==> src/rtl/afifo_wr_burst_split.sv <==
// afifo_wr_burst_split
// Write-domain front end for the 77-bit, 2-deep asynchronous FIFO. Accepts a
// burst command plus a write-data beat channel and expands each burst into
// single-beat FIFO entries, honouring fifo_wr_full.
//
// Optional feature macro: AFIFO_WR_STALL_CNT_EN (builds the stall counter;
// when undefined stall_cnt is tied to zero).
//
// Ports
//   wr_clk, wr_reset_n       clock, asynchronous active-low reset
//   cmd_valid/cmd_ready      burst command handshake
//   cmd_addr/write/len/id    burst start address, direction, beats-1, id
//   wd_valid/wd_ready        write-data beat handshake
//   wd_data/strb/last        write-data beat payload
//   fifo_wr_en/wr_data       FIFO write port
//   fifo_wr_full             FIFO full (registered-full mode)
//   busy                     burst in progress
//   err_len                  sticky wd_last / length mismatch
//   stall_cnt                saturating full-stall cycle counter
//
// Entry format: [76:69] id, [68] write, [67:64] strb, [63:32] data, [31:0] addr
//
// state   | meaning
// --------+----------------------------------------------
// S_IDLE  | waiting for a command, cmd_ready high
// S_BURST | issuing beats until beat_cnt == len is pushed

module afifo_wr_burst_split #(
    parameter int LEN_W      = 4,
    parameter int BOUND_BITS = 12,
    parameter int ADDR_INC   = 4
) (
    input  logic              wr_clk,
    input  logic              wr_reset_n,
    input  logic              cmd_valid,
    output logic              cmd_ready,
    input  logic [31:0]       cmd_addr,
    input  logic              cmd_write,
    input  logic [LEN_W-1:0]  cmd_len,
    input  logic [7:0]        cmd_id,
    input  logic              wd_valid,
    output logic              wd_ready,
    input  logic [31:0]       wd_data,
    input  logic [3:0]        wd_strb,
    input  logic              wd_last,
    output logic              fifo_wr_en,
    output logic [76:0]       fifo_wr_data,
    input  logic              fifo_wr_full,
    output logic              busy,
    output logic              err_len,
    output logic [15:0]       stall_cnt
);

    localparam logic S_IDLE  = 1'b0;
    localparam logic S_BURST = 1'b1;

    logic             r_state;
    logic [31:0]      r_addr;
    logic             r_write;
    logic [LEN_W-1:0] r_len;
    logic [7:0]       r_id;
    logic [LEN_W-1:0] r_beat_cnt;
    logic             r_err_len;

    logic             w_burst;
    logic             w_push;
    logic             w_last_beat;
    logic [BOUND_BITS-1:0] w_addr_lo_next;

    assign w_burst     = (r_state == S_BURST);
    assign w_last_beat = (r_beat_cnt == r_len);

    // Push decided combinationally from the live full flag so a full that
    // rises this cycle is never overrun.
    assign w_push      = w_burst & ~fifo_wr_full & (r_write ? wd_valid : 1'b1);

    assign cmd_ready   = ~w_burst;
    assign wd_ready    = w_burst & r_write & ~fifo_wr_full;
    assign fifo_wr_en  = w_push;
    assign busy        = w_burst;
    assign err_len     = r_err_len;

    // Read beats carry zero data and strobes.
    assign fifo_wr_data = {r_id, r_write,
                           r_write ? wd_strb : 4'h0,
                           r_write ? wd_data : 32'h0,
                           r_addr};

    // Only the low BOUND_BITS advance; the upper address bits stay put so a
    // burst wraps inside its 4 KB region.
    assign w_addr_lo_next = r_addr[BOUND_BITS-1:0] + BOUND_BITS'(ADDR_INC);

    always_ff @(posedge wr_clk or negedge wr_reset_n) begin
        if (!wr_reset_n) begin
            r_state    <= S_IDLE;
            r_addr     <= '0;
            r_write    <= 1'b0;
            r_len      <= '0;
            r_id       <= '0;
            r_beat_cnt <= '0;
            r_err_len  <= 1'b0;
        end else begin
            case (r_state)
                S_IDLE: begin
                    if (cmd_valid) begin
                        r_addr     <= cmd_addr;
                        r_write    <= cmd_write;
                        r_len      <= cmd_len;
                        r_id       <= cmd_id;
                        r_beat_cnt <= '0;
                        r_state    <= S_BURST;
                    end
                end
                S_BURST: begin
                    if (w_push) begin
                        r_addr     <= {r_addr[31:BOUND_BITS], w_addr_lo_next};
                        r_beat_cnt <= r_beat_cnt + 1'b1;
                        // wd_last is only checked, never used to end a burst.
                        if (r_write && (wd_last != w_last_beat))
                            r_err_len <= 1'b1;
                        if (w_last_beat)
                            r_state <= S_IDLE;
                    end
                end
                default: r_state <= S_IDLE;
            endcase
        end
    end

`ifdef AFIFO_WR_STALL_CNT_EN
    logic [15:0] r_stall_cnt;
    logic        w_stalled;

    assign w_stalled = w_burst & fifo_wr_full & (~r_write | wd_valid);

    always_ff @(posedge wr_clk or negedge wr_reset_n) begin
        if (!wr_reset_n)
            r_stall_cnt <= '0;
        else if (w_stalled && (r_stall_cnt != 16'hFFFF))
            r_stall_cnt <= r_stall_cnt + 16'd1;
    end

    assign stall_cnt = r_stall_cnt;
`else
    assign stall_cnt = 16'd0;
`endif

endmodule

==> config.mk <==
export PLATFORM = sky130hd
export DESIGN_NAME = afifo_wr_burst_split
export DESIGN_NICKNAME = d
export VERILOG_FILES = /design/src/rtl/afifo_wr_burst_split.sv
export SDC_FILE = /design/constraint.sdc
export NUM_CORES = 1
export LEC_CHECK = 0
export BUFFER_PORTS_ARGS = -buffer_cell sky130_fd_sc_hd__buf_2
export CORE_MARGIN = 3
export CORE_UTILIZATION = 44
export CTS_CLUSTER_SIZE = 28
export DETAILED_ROUTE_END_ITERATION = 8
export HOLD_SLACK_MARGIN = 0.02
export PLACE_DENSITY = 0.89
export SLEW_MARGIN = 20
export SYNTH_ARGS = -nofsm -noshare
export SYNTH_HDL_FRONTEND = slang
export SYNTH_SLANG_ARGS = --single-unit
export TNS_END_PERCENT = 50
==> constraint.sdc <==
create_clock -name wr_clk -period 1.94 [get_ports wr_clk]
set_input_delay 0.291 -clock wr_clk [delete_from_list [all_inputs] [get_ports wr_clk]]
set_output_delay 0.291 -clock wr_clk [all_outputs]
set_load 0.01 [all_outputs]
* After elaboration in Yosys (flattened, before gate mapping)
Cells that the tools add are included.
Operators by class: $add $sub $neg 2, bitwise logic cells 6, reductions and logical operators 5, equal/unequal tests 4, muxes and demuxes 13
Operators by type and width (number):
- $mux W32 | 2
- $pmux W32 S2 | 1
- $add A12 B3 Y12 const B | 1
- $mux W12 | 1
- $mux W4 | 3
- $pmux W4 S2 | 1
- $reduce_and A2 Y1 | 3
- $add A4 B1 Y4 const B | 1
- $and A1 B1 Y1 | 4
- $eq A4 B4 Y1 | 1
- $mux W1 | 4
- $ne A2 B2 Y1 const B | 2
- $reduce_and A3 Y1 | 1
- $not A1 Y1 | 2
- $pmux W1 S2 | 1
- $logic_and A1 B1 Y1 | 1
- $ne A1 B1 Y1 | 1
Storage, ports and cells: word-level logic and storage cells 38, flip-flop bits (word level) 51, input bits 87

* Longest topological paths before layout
Gate-level depths: netlist (run 1).
depth after elaboration 5, mapped depth 7

* Worst setup path before layout (run 1)
OpenSTA, ideal clock, no wires.
kind register to register, start point reg r_state, in the netlist busy, end point reg r_addr[10], slack 582 ps, stages on the path, launching flop included 7, clock period less this slack 1358 ps, setup time 129 ps, arrival 1229 ps, data required time 1811 ps, cell sequence dfrtp_1 > and2b_2 > nand2_1 > inv_2 > buf_6 > o32ai_1 > a21oi_1
On the way: longest elaborated chain between the ends 4
Ends and longest elaborated chain:
- start: declaration | RTL line 57 | logic r_state;
- start signal: assignment | RTL line 95 | r_state <= S_IDLE;
- start signal: assignment | RTL line 111 | r_state <= S_BURST;
- start signal: assignment | RTL line 122 | r_state <= S_IDLE;
- $and A1 B1 Y1 (2 in series) | RTL line 75 | assign w_push = w_burst & ~fifo_wr_full & (r_write ? wd_valid : 1'b1);
- via fifo_wr_en | RTL line 46 | output logic fifo_wr_en,
- $ne A2 B2 Y1 (no line)
- $reduce_and A2 Y1 (no line)
- end signal: assignment | RTL line 106 | r_addr <= cmd_addr;
- end signal: assignment | RTL line 116 | r_addr <= {r_addr[31:BOUND_BITS], w_addr_lo_next};
- end: declaration | RTL line 58 | logic [31:0] r_addr;
The timed path passes the listed nets, and every way through them passes these cells. The select of a mux whose other input is x is not followed. A chain may end at the register's enable or synchronous reset.

* Worst setup path after layout (run 1)
start point reg r_state, in the netlist busy, end point out fifo_wr_en
On the way: longest elaborated chain between the ends 2
Ends and longest elaborated chain (RTL line):
- $and A1 B1 Y1 (2 in series) | 75
- end: declaration | 46
No other way between the ends.

==> results of run 1 <==
-- registers in the layout, summed over array words and instances, names as in the netlist --
name        flops
busy            1
err_len         1
r_addr         32
r_beat_cnt      4
r_id            8
r_len           4
r_write         1
-- power by group through the flow --
stage	Clock, mW	Combinational, mW	Sequential, mW
6_report	0.558	2.42	1.94
5_1_grt	0.631	2.68	2.01
4_1_cts	0.578	2.45	1.93
3_5_place_dp	0	2.45	1.95
3_3_place_gp	0	2.34	1.92
2_1_floorplan	0	1.27	2.10
-- cells in the final DEF, fill, tap and decap left out, drive strengths merged, types with 2 or more instances in the layout --
cell      n
diode     2
buf     173
o32ai     3
and3      3
xnor2     7
o21ai     3
nor3      2
xor2      4
and2     37
conb     16
clkbuf    6
dfrtp    51
inv       3
a21oi    10
nand4     5
nor2     10
nor2b     2
ha        2
a211oi    2
nand3     4
nand2   117
-- kinds of logic (layout without fill, tap and decap cells) --
kind of cell / Yosys count / count (layout) / synth area share (%)
xor+xnor: 11 / 11 / 3.71
other cells: 1 / 18 / 0.144
compound gates: 22 / 22 / 5.40
flops: 51 / 51 / 49.2
buf+inv: 35 / 183 / 8.24
fa+ha+maj: 2 / 2 / 0.964
mux: 1 / 1 / 0.386
simple gates: 182 / 182 / 32.0
-- routing by layer --
layer,GRT usage [%],up-vias
li1,-,1256
met2,40.9,124
met5,0,-
met3,5.06,14
met1,23.2,1192
met4,6.69,0
-- stage by stage --
stage | area [µm²] | setup WS [ns] | hold WS [ns] | std cells
finish | 3540 | 0.233 | 0.179 | 542
global placement | 3450 | 0.476 | 0.298 | 533
detailed placement | 3450 | 0.411 | 0.305 | 533
CTS | 3530 | 0.236 | 0.173 | 540
global route | 3540 | 0.124 | 0.179 | 542
floorplan | 2650 | 0.582 | -0.00459 | 320
-- path summary, 6_finish.rpt --
kind | to | slack, ns
max | fifo_wr_en | 0.23
min | r_len[2] | 0.18
max reg2reg | r_addr[5] | 0.41
min reg2reg | r_addr[14] | 0.47
max in group asynchronous | r_id[2] | 0.90
min in group asynchronous | r_addr[9] | 0.50
-- worst min-delay path: stages --
cell and delay [ns]:
buf_2 0.07, nand2_1 0.04, nand2_1 0.04
-- area by class of cell --
type / instances / share of cell area, %
Antenna cell: 2 / 0.141
Clock buffer: 6 / 2.05
Inverter: 3 / 0.318
Multi-Input combinational cell: 234 / 33.1
Sequential cell: 51 / 36.1
Tap cell: 72 / 2.55
Timing Repair Buffer: 174 / 25.8
-- timing repair --
| item | in CTS | in global routing |
|---|---|---|
| hold endpoints to repair | 22 | 0 |
| hold buffers | 1 | 0 |
| setup buffers | 0 | 0 |
==> flow_metrics.tcl, run 1 <==
set metrics [dict create \
    status "completed" \
    fin_crit_sh_pct 88.0 \
    cp-end-kind "output pin" \
    path_clk_slew_ns 0.09 \
    utilization_pct 63.1 \
    hold_violations 0 \
    max_clock_freq_ghz 0.586 \
    drc 0 \
    syn_area_per_cell_um2 8.51 \
    synthTopCellsByArea "dfrtp_1, nand2_1, and2_1" \
    async_reset_ff_share_pct 100 \
    fin_skew_ns 0.00872 \
    leakage_nw 2.05 \
    die_w_um 82.8 \
    hpwl_um 6000 \
    synthFlopType "dfrtp_1" \
    wl_per_cell_um 14.0 \
    cp_cell_sequence "and2b_2, nand2_1, inv_2, buf_2" \
    die_h_um 82.8 \
    met1Wirelength_um 2830 \
    slowest_delay_ns 0.41 \
    via_count 2586 \
    crit_type "reg2out" \
    cts_tree "built" \
    setup_tns_ns 0 \
    start_util_pct 46.3 \
    yosys_warnings 0 \
    grt_use_total_pct 21.5 \
    combPwrFrac_pct 49.2 \
    htreeDepth 2 \
    antenna_found_initial 2 \
    finalMaxSlewViolations 0 \
    synth.most_common_cell "nand2_1" \
    min_from "cmd_len[2]" \
    synth_cell_types 34 \
    worst-path-stages 4 \
    routed_wl_um 7600 \
    multiInputGateArea_mm2 0.00117 \
    synth.cells.most_frequent "nand2_1, dfrtp_1, and2_1" \
    grt_pass1_wl_um 12100 \
    wl_met3_um 570 \
    power_density_mw_per_mm2 1390 \
    cts_root_buffer "clkbuf_8" \
    cts.sinks 51 \
    drv_cap 0 \
    p_int_mw 2.85 \
    cp.required_ns 1.65 \
    top_layer_used "met4" \
    synth_edf_count 0 \
    dieArea_mm2 0.00686 \
    synth-seq-cells 51 \
    ir_drop_mv 0.612 \
    initialDrtViolationCount 70 \
    area_growth_pct 36.3 \
    portBuffers 168 \
    nets 558 \
    worstReg2RegStart "busy" \
    critPathTopFamily "flip-flops" \
    post-route-min-period_ns 1.71 \
    grt_max_degree 41 \
    post_cts_resize_count 0 \
    synth_area_mm2 0.00260 \
    cp.arrival_ns 1.42 \
    dr.pass1.iters 5 \
    fp.coreArea_mm2 0.00561 \
    ios 185 \
    synthCells 305 \
    seqPwrFrac_pct 39.4 \
    slew_headroom_pct 62.6 \
    drt.antenna.violating_nets 0 \
    netlist.area_leader.share_pct 49.2 \
    synth.largest_area_cell "dfrtp_1" \
    fillers 491 \
    viasPerCell 4.77 \
    met2_length_um 4060 \
    drive_gt1_share_pct 40.0 \
    rows 27 \
    startpoint "busy" \
    grt_pass1_vias 2559 \
    cp_num_buf_inv 2 \
    p_total_mw 4.91 \
    hold_path.class "in2reg" \
    cp_slowest_cell "dfrtp_1" \
    place_congestion 0.994 \
    rsz0062_at_grt "no" \
    seqCellArea_mm2 0.00128 \
    switchingPower_mw 2.06 \
    cp_max_fo 15 \
    setup.worst_path.start_class "register" \
    worstMarginPinSlew_ns 0.559 \
    setup_viol_count_final 0 \
    clk_latency_ns 0.30 \
    grt_overflow 0 \
    worstRegToRegCells 6 \
    switching_share_pct 42.0 \
    synth_seq_area_share_pct 49.2 \
    holdPathStages 3 \
    cts_buffer_depth 2 \
    clkPwrFrac_pct 11.4 \
    cts_buffers 5 \
]
Power figures use the tool's default switching activity.
==> run 2: changes to the inputs <==
CORE_UTILIZATION = 41   (was 44)
CTS_CLUSTER_SIZE = 12   (was 28)
PLACE_DENSITY = 0.84   (was 0.89)
SETUP_SLACK_MARGIN = 0.05   (was not set)
clock period = 1.6 ns   (was 1.94 ns; I/O delays follow)
==> run 2 against run 1 <==
Compared with the run above: largest cell class unchanged; sequential power increased by 21%; highest routed layer unchanged; critical path type unchanged; clock skew rose by 0.0016 ns; sequential share of layout area shrank 0.61 points.
==> flow_metrics.tcl, run 2 (synthesis gave the netlist of run 1 again) <==
set metrics [dict create \
    start_util_pct 43.1 \
    status "completed" \
    antenna_found_initial 1 \
    drv_cap 0 \
    stdcell_area_mm2 0.00360 \
    grt_overflow 0 \
    wl_per_cell_um 13.8 \
    rsz0062_at_grt "yes" \
    cts_setup_buffers 0 \
    grt_use_total_pct 20.1 \
    fp.coreArea_mm2 0.00603 \
    cts_root_buffer "clkbuf_8" \
    portBuffers 168 \
    cts.sinks 51 \
    ios 185 \
    dpl_cell_area_mm2 0.00347 \
    viasPerCell 4.77 \
    area_growth_pct 38.7 \
    regMostFlops "r_addr" \
    cts_buffers 5 \
    die_w_um 85.6 \
    dr.pass1.iters 4 \
    grt_pass1_wl_um 12000 \
    rows 28 \
    cp_max_fo 15 \
    largest_register_ffs 32 \
    setup_tns_ns 0 \
    hold_path.class "in2reg" \
    cp_cell_sequence "and2b_2, nand2_2, inv_4, buf_2" \
    drt.antenna.violating_nets 0 \
    final_cells 547 \
    layout_common_cells "buf_2, nand2_1, dfrtp_1" \
    slowest_delay_ns 0.38 \
    final_common_cell "buf_2" \
    leakage_nw 2.08 \
    initialDrtViolationCount 48 \
    drive_gt1_share_pct 40.8 \
    via_count 2611 \
    ir_drop_mv 0.916 \
    place_congestion 0.851 \
    cp-end-kind "output pin" \
    grt_pass1_vias 2609 \
    die_h_um 85.6 \
    hold_violations 0 \
    cts_buffer_depth 2 \
    path_clk_slew_ns 0.10 \
    clk_latency_ns 0.30 \
    finalMaxSlewViolations 0 \
    fin_skew_ns 0.0103 \
    post-route-min-period_ns 1.52 \
    cp.required_ns 1.36 \
    dieArea_mm2 0.00732 \
    htreeDepth 2 \
    setup_viol_count_final 0 \
    crit_type "reg2out" \
    nets 559 \
    hpwl_um 5880 \
    routed_wl_um 7550 \
    grt_max_degree 52 \
    dp.cells 537 \
    max_clock_freq_ghz 0.658 \
    cp_slowest_cell "dfrtp_1" \
    cts_tree "built" \
    power_density_mw_per_mm2 1690 \
    drc 0 \
    cp.arrival_ns 1.28 \
    setup.worst_path.start_class "register" \
    reg_top3 "r_addr x32, r_id x8" \
    fin_crit_sh_pct 95.0 \
]
==> run 2: cell count changes in the layout (fill, tap and decap cells not counted), sizes merged <==
cell / previous run / this run
inv: 3 / 5
clkinv: 0 / 1
diode: 2 / 1
clkbuf: 6 / 5
buf: 173 / 174
==> run 2: metal layers <==
metal | share of wire [%] | GRT usage, % | vias up
li1 | - | - | 1264
met1 | 36 | 22.4 | 1220
met2 | 54 | 37.6 | 121
met3 | 8.7 | 5.57 | 6
met4 | 1.3 | 4.60 | 0
met5 | 0 | 0 | -
==> run 2: path summary, 6_finish.rpt <==
check / end / cells after the start / start / slack [ns]
worst max-delay path: fifo_wr_en / 4 / busy / 0.08
worst min-delay path: r_addr[31] / 3 / cmd_addr[31] / 0.12
worst max register to register: r_addr[1] / 6 / busy / 0.20
worst min register to register: r_addr[19] / 2 / r_addr[19] / 0.47
max in group asynchronous: r_addr[21] / 3 / wr_reset_n / 0.92
min in group asynchronous: r_addr[12] / 3 / wr_reset_n / 0.45
==> run 2: metrics by stage <==
| stage | power (mW) | worst slack, ns | utilization, % | hold slack, ns |
|---|---|---|---|---|
| detailed placement | 5.34 | 0.120 | 57.7 | 0.253 |
| CTS | 6.15 | 0.0369 | 59.5 | 0.108 |
| global placement | 5.20 | 0.165 | 57.7 | 0.249 |
| floorplan | 4.08 | 0.242 | - | -0.0556 |
| finish | 6.10 | 0.0801 | 59.7 | 0.117 |
| global route | 6.62 | 0.00629 | 59.7 | 0.102 |
==> run 2: repair_timing <==
item | in CTS | in global routing
endpoints found under the setup margin | 3 | 58
hold buffers | 1 | 0
endpoints found under the hold margin | 51 | 0
resized for setup | 2 | 3
==> run 2: final cells by class <==
cell class                 instances  area [µm²]
sequential                        51        1280
multi-input combinational        234        1180
tap                               75        93.8
clock buffer                       5        68.8
fill                             546        2430
timing repair buffer             175         941
inverter                           3        13.8
clock inverter                     3        26.3
antenna                            1        2.50
==> run 2: worst max-delay path, delay by kind of cell, from the launching register on <==
kind / cells / cell delay [ns]
buffers and inverters: 2 / 0.25
and+or+nand+nor: 2 / 0.35
DFF: 1 / 0.38
==> run 2: power breakdown <==
part	leakage [nW]	switching (mW)	internal (mW)	total, mW
clock network	0.0491	0.450	0.322	0.772
registers	0.620	0.449	1.89	2.34
logic	1.41	1.67	1.31	2.99
total	2.08	2.57	3.53	6.10
==> run 3: changes to the inputs <==
--- a/config.mk
+++ b/config.mk
@@ -9,3 +9,3 @@
 export CORE_MARGIN = 3
-export CORE_UTILIZATION = 41
+export CORE_UTILIZATION = 35
 export CTS_CLUSTER_SIZE = 12
@@ -13,3 +13,3 @@
 export HOLD_SLACK_MARGIN = 0.02
-export PLACE_DENSITY = 0.84
+export PLACE_DENSITY = 0.74
 export SETUP_SLACK_MARGIN = 0.05
==> constraint.sdc (replaced) <==
create_clock -name wr_clk -period 1.6 [get_ports wr_clk]
set_input_delay 0.16 -clock wr_clk [delete_from_list [all_inputs] [get_ports wr_clk]]
set_output_delay 0.16 -clock wr_clk [all_outputs]
set_load 0.01 [all_outputs]
==> run 3 against run 2 <==
Compared with the run above: fmax up 3.2%; critical path type unchanged; clock power up 0.9%; hold slack worse by 0.085 ns; highest routed layer unchanged; sequential share of layout area down 0.32 points.
==> flow_metrics.tcl, run 3 (synthesis gave the netlist of run 1 again) <==
set metrics [dict create \
    nets 561 \
    setup.worst_path.start_class "register" \
    utilization_pct 52.0 \
    area_growth_pct 39.9 \
    crit_type "reg2out" \
    dieArea_mm2 0.00849 \
    holdPathStages 3 \
    cts_buffers 5 \
    grt_max_degree 52 \
    drive_gt1_share_pct 40.8 \
    seqCellArea_mm2 0.00128 \
    htreeDepth 2 \
    place_congestion 0.835 \
    grt_pass1_vias 2454 \
    cts_setup_buffers 0 \
    antennaDiodeCount 0 \
    clk_latency_ns 0.31 \
    rsz0062_at_grt "yes" \
    p_total_mw 6.08 \
    die_w_um 92.1 \
    dr.pass1.iters 4 \
    rows 30 \
    drt.antenna.violating_nets 0 \
    regMostFlops "r_addr" \
    hpwl_um 5780 \
    status "completed" \
    grtUsageMet3_pct 4.76 \
    cp.required_ns 1.44 \
    fin_crit_sh_pct 92.1 \
    start_util_pct 37.2 \
    fin_ws_ns 0.127 \
    holdWs_ns 0.0315 \
    combPwrFrac_pct 48.7 \
    seqPwrFrac_pct 38.5 \
    ir_drop_mv 0.679 \
    switching_share_pct 41.9 \
    viasPerCell 4.46 \
    reg_top3 "r_addr x32, r_id x8" \
    cts_tree "built" \
    final_common_cell "buf_2" \
    fin_skew_ns 0.00917 \
    layout_common_cells "buf_2, nand2_1, dfrtp_1" \
    dpl_cell_area_mm2 0.00351 \
    worstRegToRegCells 6 \
    power_density_mw_per_mm2 1670 \
    max_clock_freq_ghz 0.679 \
    routed_wl_um 7430 \
    final_cells 569 \
    ios 185 \
    grtUsageMet2_pct 32.8 \
    die_h_um 92.1 \
    hold_path.class "in2reg" \
    switchingPower_mw 2.55 \
    cp_max_fo 15 \
    leakage_nw 2.08 \
    grt_overflow 0 \
    post-route-min-period_ns 1.47 \
    fillers 679 \
    clkPwrFrac_pct 12.8 \
    pre_cts_ws_ns 0.136 \
    met1_usage_pct 18.5 \
    cts_root_buffer "clkbuf_8" \
    drv_cap 0 \
    fp.coreArea_mm2 0.00698 \
    cts.sinks 51 \
    hold_violations 0 \
    p_int_mw 3.53 \
    grt_use_total_pct 17.0 \
    portBuffers 168 \
    cp-end-kind "output pin" \
    via_count 2540 \
    antenna_found_initial 0 \
    initialDrtViolationCount 127 \
    setup_viol_count_final 0 \
    cts_buffer_depth 2 \
    drc 0 \
    gr-max-usage-layer "met2" \
    wl_per_cell_um 13.0 \
    finalMaxSlewViolations 0 \
    multiInputGateArea_mm2 0.00117 \
    dp.cells 559 \
    largest_register_ffs 32 \
    setup_tns_ns 0 \
    path_clk_slew_ns 0.10 \
    grt_pass1_wl_um 11600 \
    cp.arrival_ns 1.31 \
    stdcell_area_mm2 0.00363 \
]
-- run 3: worst max-delay path, cell delays in order (launching register included) --
cell and delay (ns):
dfrtp_1 0.40, and2b_2 0.22, nand2_2 0.12, inv_4 0.10, buf_2 0.15
-- run 3: repair_timing --
action	in CTS	in global routing
setup endpoints to repair	1	12
hold endpoints to repair	51	1
hold buffers	1	1
gates resized for setup	2	1
gates cloned	0	0
-- run 3: area by class of cell --
type | instances | area share, %
inverters | 3 | 0.379
repair buffers | 177 | 26.3
well taps | 96 | 3.31
clock buffers | 5 | 1.89
clock inverters | 3 | 0.723
flip-flops and latches | 51 | 35.1
multi-input cells | 234 | 32.3
-- run 3: routing by layer --
layer / up-vias / share of wire, %
met5: - / 0
met4: 0 / 0.69
met3: 6 / 9.2
met2: 124 / 52
met1: 1150 / 38
li1: 1260 / -
-- run 3: worst paths after layout --
check,from,slack [ns],end
worst max register to register,busy,0.13,r_beat_cnt[0]
max in group asynchronous,wr_reset_n,1.02,r_addr[26]
worst min register to register,r_addr[15],0.48,r_addr[15]
worst min-delay path,cmd_addr[16],0.03,r_addr[16]
min in group asynchronous,wr_reset_n,0.35,r_addr[0]
worst max-delay path,busy,0.13,fifo_wr_en
-- run 3: power by group through the flow --
stage | Clock [mW] | Sequential, mW | Combinational, mW
floorplan | 0 | 2.55 | 1.54
global placement | 0 | 2.33 | 2.91
detailed placement | 0 | 2.35 | 3.00
CTS | 0.813 | 2.34 | 3.01
global route | 0.861 | 2.42 | 3.31
finish | 0.779 | 2.34 | 2.96
